**src/rtl/switch_debounce4.sv**
```systemverilog
// switch_debounce4: two-flop synchronizer, per-channel debounce counter and
// registered rise/fall pulses for four raw switch inputs.
module switch_debounce4 #(
    parameter int STABLE_CYCLES = 16,
    parameter int CNT_W = 5
) (
    input  logic       clk,
    input  logic       rst,
    input  logic [3:0] sw_in,
    output logic [3:0] sw_q,
    output logic [3:0] sw_rise,
    output logic [3:0] sw_fall,
    output logic       busy
);
    localparam logic [CNT_W-1:0] TERM = CNT_W'(STABLE_CYCLES - 1);
    logic [3:0] s1_q, s2_q, q_q, q_d, rise_q, rise_d, fall_q, fall_d, flip;
    logic [3:0][CNT_W-1:0] cnt_q, cnt_d;
    always_comb begin
        flip = '0;
        cnt_d = '0;
        for (int i = 0; i < 4; i++) begin
            flip[i] = s2_q[i] != q_q[i] && cnt_q[i] == TERM;
            // a return to the current level or a completed flip restarts the count
            cnt_d[i] = (s2_q[i] == q_q[i] || flip[i]) ? '0 : cnt_q[i] + 1'b1;
        end
        q_d = q_q ^ flip;
        rise_d = flip & s2_q;
        fall_d = flip & ~s2_q;
    end
    always_ff @(posedge clk or posedge rst) begin
        if (rst) begin
            s1_q <= '0;
            s2_q <= '0;
            q_q <= '0;
            rise_q <= '0;
            fall_q <= '0;
            cnt_q <= '0;
        end else begin
            s1_q <= sw_in;
            s2_q <= s1_q;
            q_q <= q_d;
            rise_q <= rise_d;
            fall_q <= fall_d;
            cnt_q <= cnt_d;
        end
    end
    assign sw_q = q_q;
    assign sw_rise = rise_q;
    assign sw_fall = fall_q;
    assign busy = |cnt_q;
endmodule

```
**config.mk**
```make
export PLATFORM = sky130hd
export DESIGN_NAME = switch_debounce4
export DESIGN_NICKNAME = d
export VERILOG_FILES = /design/src/rtl/switch_debounce4.sv
export SDC_FILE = /design/constraint.sdc
export NUM_CORES = 1
export LEC_CHECK = 0
export ABC_AREA = 1
export CAP_MARGIN = 15
export CELL_PAD_IN_SITES_DETAIL_PLACEMENT = 1
export CELL_PAD_IN_SITES_GLOBAL_PLACEMENT = 1
export CORE_ASPECT_RATIO = 1.75
export CORE_MARGIN = 5
export CORE_UTILIZATION = 45
export CTS_CLUSTER_DIAMETER = 30
export DETAILED_ROUTE_END_ITERATION = 7
export PLACE_DENSITY_LB_ADDON = 0.1
export SYNTH_ARGS = -nofsm -noshare
export SYNTH_HDL_FRONTEND = slang
export SYNTH_SLANG_ARGS = --single-unit
```
**constraint.sdc**
```tcl
create_clock -name clk -period 2.1 [get_ports clk]
set_clock_uncertainty 0.1 [all_clocks]
set_input_delay 0.21 -clock clk [delete_from_list [all_inputs] [get_ports clk]]
set_output_delay 0.21 -clock clk [all_outputs]
set_load 0.05 [all_outputs]
```
==> impl_metrics.yaml, run 1 <==
setup_path:
  max_stage_delay_ns: 0.83
  crit_family: "buffers and inverters"
  rrSetupSlack_ns: 0.52
  cp_max_fo: 5
  arrival_ns: 1.53
  r2r-start: "cnt_q[5]"
  endpoint_kind: "output pin"
  crit_buf_inv: 1
  path_cells: "clkdlybuf4s50_1"
  startpoint_type: "register"
  worst_path_max_delay_cell: "clkdlybuf4s50_1"
  worstSetupPathType: "reg2out"
  crit_required_ns: 1.79
layout:
  fill_cells: 410
  num_antenna_cells: 0
  multiInputGateArea_um2: 556
  final_common_cell: "dfrtp_1"
  area_growth_pct: 21.3
  fin_cells: 245
  regArea_um2: 1000
  drive_gt1_frac: 0.0804
  nNetsFinal: 214
  final_cell_mix: "dfrtp_1 (40), nor2_1 (37), nand2_1 (31), inv_1 (27), clkdlybuf4s50_1 (17)"
timing:
  max_slew.worst_pin.slew_ns: 0.515
  relSlewSlack: 0.655
  final-setup-viol-count: 0
  whs_ns: 0.253
  final.min_clock_period_ns: 1.84
  fin_tns_setup_ns: 0
  finalHoldViolCount: 0
  clock.fmax_mhz: 544
  final_max_slew_viol_count: 0
  period_share: 0.876
  rsz0062_at_grt: "false"
synthesis:
  syn_area_um2: 1660
  synth.distinct_cells: 17
  synth_cells: 172
  yosysSeqAreaShare: 0.602
  ys.warnings.count: 0
  syn_nets: 188
  yosys_register_bits: 40
  avgSynthCellArea_um2: 9.66
floorplanning:
  dieArea_um2: 5060
  start_util: 0.463
  die_w_um: 55.9
  dieHeight_um: 90.4
  rows: 29
  core_um2: 3590
  num_io_pins: 19
detailed_routing:
  ant_nets: 0
  routed_wirelength_mm: 3.35
  viasPerCell: 4.84
  routedWlPerCell_um: 13.7
  drtPass1Iterations: 4
  drc: 0
  num_vias: 1187
  initialDrtViolationCount: 29
global_routing:
  grt_pass1_wl_mm: 6.09
  grt_max_degree: 41
  track_usage: 0.154
  grt_pass1_vias: 1334
  antenna_found_initial: 0
  grt_overflow: 0
clocking:
  ctsResizeCount: 0
  cts_sinks: 40
  cts.htree.levels: 2
  clock-root-buffer: "clkbuf_8"
  cts_buffers: 5
  clock_path_buffers: 2
  clock_latency_ns: 0.29
  tritoncts: "done"
  cts.clk_slew.worst_paths_ns: 0.07
  cts_post_setup_buffers_inserted: 0
  ctsHoldBuffers: 0
pwr:
  leakage_nw: 0.973
  ir_drop_mv: 0.638
  pwr_density_cell_nw_per_um2: 770
worst_hold_path:
  hp-class: "reg2reg"
  hold_path_startpoint: "s1_q[1]"
placed_design:
  gp_congestion: 0.755
  port-buffer-count: 18
  dp_cells: 237
  hpwl_mm: 2.52
outcome:
  outcome: "finished, final reports clean"
flow_run:
  cap_violations: 0
path summary, 6_finish.rpt:
kind                              to  cells after the start
max                          sw_q[3]                      1
min                          s2_q[1]                      0
max reg2reg                 cnt_q[9]                      7
min reg2reg                  s2_q[1]                      0
max in group asynchronous  cnt_q[17]                      3
min in group asynchronous   cnt_q[9]                      3
cell families (layout without fill, tap and decap cells):
group | after synthesis | count (layout) | share of synthesized area
xor+xnor | 4 | 4 | 0.0211
simple gates | 86 | 86 | 0.226
fa+ha+maj | 10 | 10 | 0.0753
compound gates | 4 | 4 | 0.0120
flops | 40 | 40 | 0.602
buf+inv | 28 | 55 | 0.0633
routing by layer:
layer / wire [µm] / global-route usage
met5: 0 / 0
met4: 69 / 0.0713
met3: 92 / 0.0401
met2: 1970 / 0.285
met1: 1220 / 0.158
where the power goes:
group	total, W	switching, W	internal (W)
Clock	0.000618	0.000266	0.000351
Combinational	0.000108	0.0000634	0.0000444
Sequential	0.000826	0.0000295	0.000796
Total	0.00155	0.000359	0.00119
final cells by class:
type,instances,area share
inverter,28,0.0521
sequential,40,0.497
clock inverter,3,0.0211
clock buffer,5,0.0341
tap,46,0.0286
multi-input combinational,104,0.276
timing repair buffer,19,0.0919
state kept, by name (all words and copies together), names as in the netlist, named ones only:
register	cells
cnt_q	20
s1_q	4
sw_fall	4
sw_rise	4
s2_q	4
synth_stat cells:
library cell	instances	area (µm²)
nand3_4	1	17.5
nor2_1	37	139
or2_4	1	8.76
nor3_1	3	15.0
dfrtp_1	40	1000
nand2_2	1	6.26
or2_0	1	6.26
nor2_2	1	6.26
ha_1	10	125
xnor2_1	4	35.0
nand3_2	1	10.0
nand4_1	4	25.0
inv_2	1	3.75
o21ai_0	4	20.0
nand3_1	5	25.0
nand2_1	31	116
inv_1	27	101
metrics by stage:
stage	power (W)	area [µm²]	setup WS (ns)	utilization
global placement	0.000940	1900	0.582	0.530
finish	0.00155	2020	0.260	0.561
CTS	0.00159	2020	0.237	0.561
global route	0.00164	2020	0.194	0.561
detailed placement	0.000951	1900	0.516	0.530
floorplan	0.000909	1660	0.674	-
No activity file was read; power rests on OpenSTA's default activity.
==> inputs of run 2 (changes only) <==
Settings changed: TNS_END_PERCENT set to 5.
==> results of run 2 <==
Final layout, timing and power as in run 1 (identical DEF).
==> inputs of run 3 (changes only) <==
Settings changed: GPL_ROUTABILITY_DRIVEN set to 0.
==> results of run 3 <==
Final layout, timing and power as in run 1 (identical DEF).
